File: config.mk
export PLATFORM = sky130hd
export DESIGN_NAME = alu_writeback_fifo
export DESIGN_NICKNAME = d
export VERILOG_FILES = /design/src/rtl/alu_pkg.sv /design/src/rtl/sync_fifo.sv /design/src/rtl/alu_writeback_fifo.sv
export SDC_FILE = /design/constraint.sdc
export NUM_CORES = 1
export LEC_CHECK = 0
export CAP_MARGIN = 20
export CORE_MARGIN = 1
export CORE_UTILIZATION = 45
export CTS_CLUSTER_DIAMETER = 40
export DETAILED_ROUTE_END_ITERATION = 8
export PLACE_DENSITY = 0.72
export SETUP_SLACK_MARGIN = 0.05
export SLEW_MARGIN = 15
export SYNTH_ARGS = -nofsm -noshare
export SYNTH_HDL_FRONTEND = slang
export SYNTH_SLANG_ARGS = --single-unit
File: constraint.sdc
create_clock -name clock -period 4.2 [get_ports clock]
set_input_delay 1.05 -clock clock [delete_from_list [all_inputs] [get_ports clock]]
set_output_delay 1.05 -clock clock [all_outputs]
set_load 0.05 [all_outputs]
File: src/rtl/alu_pkg.sv
// Shared types for the ALU writeback stage: opcode enum, status flags, FIFO entry,
// and a reference ALU model used by the optional result checker.
package alu_pkg;

  typedef enum logic [2:0] {
    OP_ADD = 3'b000,
    OP_SUB = 3'b001,
    OP_SHL = 3'b010,
    OP_SHR = 3'b011,
    OP_AND = 3'b100,
    OP_OR  = 3'b101,
    OP_XOR = 3'b110,
    OP_NOT = 3'b111
  } alu_op_e;

  typedef struct packed {
    logic n;
    logic z;
    logic c;
    logic v;
  } alu_flags_t;

  typedef struct packed {
    alu_op_e    op;
    logic [7:0] result;
    alu_flags_t flags;
  } wb_entry_t;

  // Shift amounts of 8 or more clear the operand completely.
  function automatic logic [7:0] alu_ref(input alu_op_e op, input logic [7:0] a,
                                         input logic [7:0] b);
    logic [7:0] r;
    r = 8'h00;
    case (op)
      OP_ADD: r = a + b;
      OP_SUB: r = a - b;
      OP_SHL: r = (b >= 8'd8) ? 8'h00 : (a << b[2:0]);
      OP_SHR: r = (b >= 8'd8) ? 8'h00 : (a >> b[2:0]);
      OP_AND: r = a & b;
      OP_OR:  r = a | b;
      OP_XOR: r = a ^ b;
      OP_NOT: r = ~a;
      default: r = 8'h00;
    endcase
    return r;
  endfunction

endpackage

File: src/rtl/sync_fifo.sv
// First-word-fall-through synchronous FIFO of wb_entry_t; pointers and count are
// reset, storage is not (stale entries are never visible once count is cleared).
module sync_fifo
  import alu_pkg::*;
#(
  parameter int DEPTH = 4
) (
  input  logic                     clk,
  input  logic                     rst_n,
  input  logic                     push,
  input  logic                     pop,
  input  wb_entry_t                wr_data,
  output wb_entry_t                rd_data,
  output logic [$clog2(DEPTH):0]   count
);

  localparam int PTR_W = (DEPTH > 1) ? $clog2(DEPTH) : 1;
  localparam int CW    = $clog2(DEPTH) + 1;
  localparam logic [PTR_W-1:0] PTR_ONE = PTR_W'(1);
  localparam logic [CW-1:0]    CNT_ONE = CW'(1);

  wb_entry_t        mem_q [DEPTH];
  logic [PTR_W-1:0] wr_ptr_q, wr_ptr_d;
  logic [PTR_W-1:0] rd_ptr_q, rd_ptr_d;
  logic [CW-1:0]    count_q, count_d;

  // DEPTH is a power of two, so natural pointer overflow is the modulo wrap.
  always_comb begin
    wr_ptr_d = wr_ptr_q;
    rd_ptr_d = rd_ptr_q;
    count_d  = count_q;
    if (push) wr_ptr_d = wr_ptr_q + PTR_ONE;
    if (pop)  rd_ptr_d = rd_ptr_q + PTR_ONE;
    case ({push, pop})
      2'b10:   count_d = count_q + CNT_ONE;
      2'b01:   count_d = count_q - CNT_ONE;
      default: count_d = count_q;
    endcase
  end

  always_ff @(posedge clk) begin
    if (!rst_n) begin
      wr_ptr_q <= '0;
      rd_ptr_q <= '0;
      count_q  <= '0;
    end else begin
      wr_ptr_q <= wr_ptr_d;
      rd_ptr_q <= rd_ptr_d;
      count_q  <= count_d;
    end
  end

  always_ff @(posedge clk) begin
    if (push) mem_q[wr_ptr_q] <= wr_data;
  end

  assign rd_data = mem_q[rd_ptr_q];
  assign count   = count_q;

endmodule

File: src/rtl/alu_writeback_fifo.sv
// ALU writeback stage: derives N/Z/C/V at push time and buffers entries in a FIFO.
// Optional result checker enabled by defining ALU_WB_CHECK_EN.
module alu_writeback_fifo
  import alu_pkg::*;
#(
  parameter int DEPTH = 4,
  parameter int CNT_W = 16
) (
  input  logic                   clock,
  input  logic                   reset,
  input  logic                   in_valid,
  output logic                   in_ready,
  input  logic [2:0]             in_select,
  input  logic [7:0]             in_a,
  input  logic [7:0]             in_b,
  input  logic [7:0]             in_result,
  output logic                   out_valid,
  input  logic                   out_ready,
  output logic [2:0]             out_select,
  output logic [7:0]             out_result,
  output logic [3:0]             out_flags,
  output logic [$clog2(DEPTH):0] count,
  output logic [CNT_W-1:0]       accepted,
  output logic                   mismatch
);

  localparam int CW = $clog2(DEPTH) + 1;

  logic             push, pop;
  wb_entry_t        wr_entry, head;
  logic [CW-1:0]    fifo_count;
  logic [CNT_W-1:0] accepted_q, accepted_d;

  // C/V come from the operands (true adder carry/overflow); N/Z from the presented result.
  function automatic alu_flags_t calc_flags(input alu_op_e op, input logic [7:0] a,
                                            input logic [7:0] b, input logic [7:0] res);
    alu_flags_t        f;
    logic [8:0]        sum9;
    logic signed [7:0] sa, sb, sr;
    sa   = $signed(a);
    sb   = $signed(b);
    sum9 = 9'd0;
    f.n  = res[7];
    f.z  = (res == 8'h00);
    f.c  = 1'b0;
    f.v  = 1'b0;
    case (op)
      OP_ADD: begin
        sum9 = {1'b0, a} + {1'b0, b};
        sr   = $signed(sum9[7:0]);
        f.c  = sum9[8];
        f.v  = (sa[7] == sb[7]) && (sr[7] != sa[7]);
      end
      OP_SUB: begin
        sum9 = {1'b0, a} + {1'b0, ~b} + 9'd1;
        sr   = $signed(sum9[7:0]);
        f.c  = sum9[8];
        f.v  = (sa[7] != sb[7]) && (sr[7] != sa[7]);
      end
      default: sr = 8'sd0;
    endcase
    return f;
  endfunction

  assign in_ready  = (fifo_count != CW'(DEPTH));
  assign out_valid = (fifo_count != '0);
  assign push      = in_valid & in_ready;
  assign pop       = out_valid & out_ready;

  always_comb begin
    wr_entry.op     = alu_op_e'(in_select);
    wr_entry.result = in_result;
    wr_entry.flags  = calc_flags(alu_op_e'(in_select), in_a, in_b, in_result);
  end

  sync_fifo #(.DEPTH(DEPTH)) u_fifo (
    .clk     (clock),
    .rst_n   (reset),
    .push    (push),
    .pop     (pop),
    .wr_data (wr_entry),
    .rd_data (head),
    .count   (fifo_count)
  );

  always_comb begin
    accepted_d = accepted_q + CNT_W'(push);
  end

  always_ff @(posedge clock) begin
    if (!reset) accepted_q <= '0;
    else        accepted_q <= accepted_d;
  end

  // Empty FIFO presents zeros rather than stale storage.
  assign out_select = out_valid ? head.op     : 3'b000;
  assign out_result = out_valid ? head.result : 8'h00;
  assign out_flags  = out_valid ? head.flags  : 4'b0000;
  assign count      = fifo_count;
  assign accepted   = accepted_q;

`ifdef ALU_WB_CHECK_EN
  logic mismatch_q, mismatch_d;

  always_comb begin
    mismatch_d = mismatch_q;
    if (push && (alu_ref(alu_op_e'(in_select), in_a, in_b) != in_result)) mismatch_d = 1'b1;
  end

  always_ff @(posedge clock) begin
    if (!reset) mismatch_q <= 1'b0;
    else        mismatch_q <= mismatch_d;
  end

  assign mismatch = mismatch_q;
`else
  assign mismatch = 1'b0;
`endif

endmodule

Word-level counts from Yosys, hierarchy flattened
Memories as Yosys holds them, arrays and structs flattened. A register that Yosys moved wholly into a read port is not among the register bits.
Cells that the tools add are included.

word-level totals
  bits in registers = 23
  memory bits (writable) = 60
  input port bits = 31
  output and inout port bits = 37
  word-level logic and storage cells = 39
  memories = 1

cells by class
  add/subtract/negate cells = 8
  equality and inequality tests = 8
  muxes and demuxes = 9
  bitwise operators = 3
  reduce and logical (&&, ||, !) cells = 6

memories
  memory        depth  bits a word  read ports  clocked after memory_dff  wr ports  RTL line         text
  u_fifo.mem_q  4      15           1           1                         1         sync_fifo.sv:22  wb_entry_t mem_q [DEPTH];

operators by type and width
  cell                                                 number
  adder 8 x 8 -> 9 bit                                 2
  adder 16 x 1 -> 16 bit                               1
  adder 9 x 1 -> 9 bit, second input constant          1
  logical NOT 8 bit                                    1
  2-to-1 mux 8 bit                                     1
  NOT 8 bit                                            1
  case mux 3 bit (2 select lines)                      1
  adder 2 x 1 -> 2 bit, second input constant          2
  2-to-1 mux 2 bit                                     2
  2-to-1 mux 4 bit                                     1
  case mux 2 bit (2 select lines)                      1
  adder 3 x 1 -> 3 bit, second input constant          1
  equality test 3 x 1 -> 1 bit, second input constant  1
  logical NOT 3 bit                                    1
  2-to-1 mux 3 bit                                     1
  != test 1 bit                                        3
  != test 3 bit, second input constant                 1
  nonzero test 3 bit                                   1
  subtractor 3 x 1 -> 3 bit, second input constant     1
  AND 1 bit                                            2
  equality test 2 x 1 -> 1 bit, second input constant  1
  equality test 2 bit, second input constant           1
  logical AND 1 bit                                    2
  2-to-1 mux 1 bit                                     2
  other kinds (2)                                      2

Logic depth before layout (Yosys ltp)
  word-level depth = 6
  gate-level depth with buffers = 11
  mapped depth without buffers = 11

Hierarchy
From an unflattened synthesis, not the netlist that was laid out.

unflattened totals
  cell total of the unflattened synthesis = 283
  area, all modules = 3923.8 sq um

modules (own cells, without submodules)
  module              instances  cells each  area an instance (sq um)  seq. area each (sq um)
  sync_fifo           1          122         2633.8                    1981.9
  alu_writeback_fifo  1          161         1290.0                    320.3

Worst setup path before layout
No wires, ideal clock.

  path kind = reg-to-reg
  from = register u_fifo.count_q[2] (netlist: u_fifo.count[2])
  to = register accepted_q[10] (netlist: accepted[10])
  setup time = 0.115 ns
  arrival = 2.682 ns
  data required time = 4.085 ns
  path slack = 1.403 ns
  stages on the path, launching flop included = 11
  clock period less this slack = 2.797 ns
  cells stage by stage = dfxtp_1 > nand3_1 > nand2_1 > inv_1 > ha_1 > ha_1 > nand2_1 > nor2_1 > and4_1 > xor2_1 > and2_1

between the ends
  cells in the longest elaborated chain, start to end = 3

ends and longest elaborated chain
  item                    RTL line                  text
  from (decl)             sync_fifo.sv:25           logic [CW-1:0] count_q, count_d;
  from (signal assigned)  sync_fifo.sv:49           count_q <= count_d;
  != test 3 bit           alu_writeback_fifo.sv:65  assign in_ready = (fifo_count != CW'(DEPTH));
  net in_ready            alu_writeback_fifo.sv:12  output logic in_ready,
  AND 1 bit               alu_writeback_fifo.sv:67  assign push = in_valid & in_ready;
  net push                alu_writeback_fifo.sv:29  logic push, pop;
  adder 16 x 1 -> 16 bit  alu_writeback_fifo.sv:87  accepted_d = accepted_q + CNT_W'(push);
  to (signal assigned)    alu_writeback_fifo.sv:92  else accepted_q <= accepted_d;
  to (decl)               alu_writeback_fifo.sv:32  logic [CNT_W-1:0] accepted_q, accepted_d;

The timed path passes the listed nets, and every way through them passes these cells.
A chain may end at the register's enable or synchronous reset.

==> key figures <==
Finish
  • Fillers: roughly 630
  • Fraction of layout instances using a drive strength above 1: 10.9%
  • Antenna Cells: 0
  • Register area: 0.00218 mm2
  • Final Non-Filler Cells: approximately 450
  • Post-route cell area: roughly 0.0047 mm2
  • Multi-input gate area: 0.00147 mm2
  • NumNets Final: about 400
  • Area grow syn2layout: 26.1%

Placement
  • Input/output buffers: 66
  • DP Wirelength: 4740 um
  • RD Place Congestion: 0.803
  • Placed cells: 436
  • Dpl cell area: approximately 0.0045 mm2

Timing
  • Slew @ Worst Pin: 0.795 ns
  • Final TNS setup: 0 ns
  • Max Clock Freq: 290 MHz
  • Final hold vios: 0
  • Final Max Slew Viols: 0
  • Relative slew slack: 47.0%
  • Final min period: 3.44 ns
  • Final setup vio count: 0
  • Final period util: 82.0%
  • RSZ-0062 raised after global routing: false
  • Clock skew: 0.00802 ns

Clock network
  • Postcts setup bufs: 0
  • PostCTS Resize Cnt: 0
  • CTS Buffer Depth: 2
  • Clock tree root buffer cell: clkbuf_8
  • Cts bufs inserted: 9
  • CTS tree: done
  • Clk sinks: 81
  • Reg clk slew, reported paths: ~0.090 ns
  • Htree depth: 3
  • Clk_lat worst skew: 0.34 ns
  • Cts-stage hold buffer count: 0

Worst setup path
  • Worst path arrival time: about 2.4 ns
  • WP data required: 3.15 ns
  • CP max-delay cell: dfxtp_1
  • Critical path's largest stage delay: 0.77 ns
  • Buf+Inv Stages, Crit Path: 1
  • Worst-path maximum fanout: 14
  • Worst Path Class, Setup: register to primary output
  • Crit path max-delay family: flip-flops
  • Critical path cell sequence: mux4_2, and2_1, clkdlybuf4s50_1
  • CP endpoint kind: primary output
  • Worst Setup Start Kind: register

Global route
  • Vias in the first global route: 2308
  • Largest net degree at the start of global routing: 25
  • First-pass GRT wire length: ~11000 um
  • Total grt overflow: 0
  • Antenna violations before repair: 0
  • Total GRT Usage: between 10% and 20%

Synthesis
  • Mapped Area: 0.00376 mm2
  • Synth Warn #: 0
  • Prevailing post-synth register cell: edfxtp_1
  • Ranking of synthesized cells by area: edfxtp_1, dfxtp_1, mux4_2
  • Synth Instances: 275
  • Count leader, synth: edfxtp_1
  • Post-synthesis sequential area ratio: about 58%
  • Post-synthesis cell type count: 44
  • Syn Nets: 328
  • Synth top area share: roughly 45%
  • Top cell types by occurrence after synthesis: edfxtp_1, and2_1, dfxtp_1
  • Yosys reg bits: 81
  • Post-synth EDFFs: 56
  • Ys async rst share: 0%
  • Syn_area_per_cell: 13.7 um2
  • Dominant cell type by area after synthesis: edfxtp_1

Drt
  • Vias per Instance: ~5.1
  • WL/cell: 15.2 um
  • 1st-pass router iterations: 5
  • Routed vias: 2314
  • DRT Wirelength: 6860 um
  • Post-route ant nets: 0
  • Detailed Route Iter0 Violations: 77
  • DRC viols: 0

Power
  • Power Total: 2.77 mW
  • Power per cell area: between 500 and 600 mW/mm2
  • VDD IR-drop max: 388 uV
  • Pleak: roughly 1.7 nW

Die
  • Site Rows: 32
  • Starting Density: a little under half
  • Io pins: 68
  • Core area: 0.00789 mm2
  • Die extent in y: 93.4 um
  • Die X: 93.4 um
  • Total die area: 0.00873 mm2

Min path
  • HP Class: register to register

Run status
  • Status: completed

Flow run
  • Number of max-cap violations: 0
flip-flops by register name, indices dropped and copies added (netlist names), named ones only:
register	flops
accepted	16
u_fifo.mem_q	56
u_fifo.count	3
u_fifo.rd_ptr_q	2
u_fifo.wr_ptr_q	2
placed cells by master (no fill, tap or decap), drive strengths merged, types with 2 or more instances in the layout:
| cell | count |
|---|---|
| clkdlybuf4s50 | 66 |
| edfxtp | 56 |
| and2 | 31 |
| dfxtp | 25 |
| ha | 21 |
| inv | 18 |
| mux4 | 14 |
| nand2 | 11 |
| clkbuf | 11 |
| nor2b | 9 |
| xnor2 | 9 |
| nand3 | 9 |
| xor2 | 8 |
| nor2 | 7 |
| a21oi | 6 |
| o21ai | 6 |
| and3 | 6 |
| nor3 | 4 |
| or3 | 4 |
| o31ai | 3 |
| nand4 | 3 |
| a21boi | 3 |
| nor4 | 2 |
| mux2i | 2 |
| or4 | 2 |
cell families (layout without fill, tap and decap cells):
logic type,count (synthesis),in the layout,share of synthesized area (%)
compound gates,22,22,3.66
xor+xnor,17,17,3.96
flops,81,81,58.0
fa+ha+maj,22,22,7.52
simple gates,91,91,14.5
mux,17,17,9.21
other cells,1,1,0.0997
buf+inv,24,99,3.06
layout make-up:
type / instances / area share (%)
Tap cell: 102 / 2.69
Multi-Input combinational cell: 170 / 30.9
Clock buffer: 11 / 3.67
Sequential cell: 81 / 46.0
Inverter: 16 / 1.27
Timing Repair Buffer: 67 / 14.1
Clock inverter: 5 / 1.40
per-stage QoR:
stage	hold WS [ns]	utilization, %	setup WS [ns]
final	0.543	60.1	0.757
after global routing	0.564	60.1	0.643
after CTS	0.537	60.1	0.707
after detailed placement	0.528	57.1	1.06
after global placement	0.515	57.1	1.09
after floorplan	0.528	-	1.40
worst register-to-register path, cell delays in order (launching register included):
cell,delay [ns]
dfxtp_1,0.39
or3_4,0.26
and2_4,0.21
ha_1,0.19
inv_1,0.06
fa_1,0.38
xor2_1,0.16
or3_1,0.30
a21boi_0,0.16
layer usage:
metal  global-route usage, %  up-vias  wire length (um)
met5                       0        -                 0
met4                    5.38        0                44
met3                    4.39        2               316
met2                    28.6       60              3430
met1                    22.8     1117              3070
li1                        -     1135                 -
power breakdown:
group	leakage (nW)	switching, mW	internal (mW)
Combinational	0.903	0.692	0.439
Sequential	0.717	0.0450	0.946
Clock	0.118	0.288	0.354
Total	1.74	1.03	1.74
path summary, 6_finish.rpt:
path | slack (ns) | startpoint | endpoint | cells after the start
setup / recovery | 0.76 | register | out_result[6] | 3
hold / removal | 0.54 | accepted[5] | accepted[5] | 2
setup reg to reg | 2.02 | u_fifo.count[2] | u_fifo.count[2] | 8
hold reg to reg | 0.54 | accepted[5] | accepted[5] | 2
Note: power is estimated with default switching activity, not from simulation.
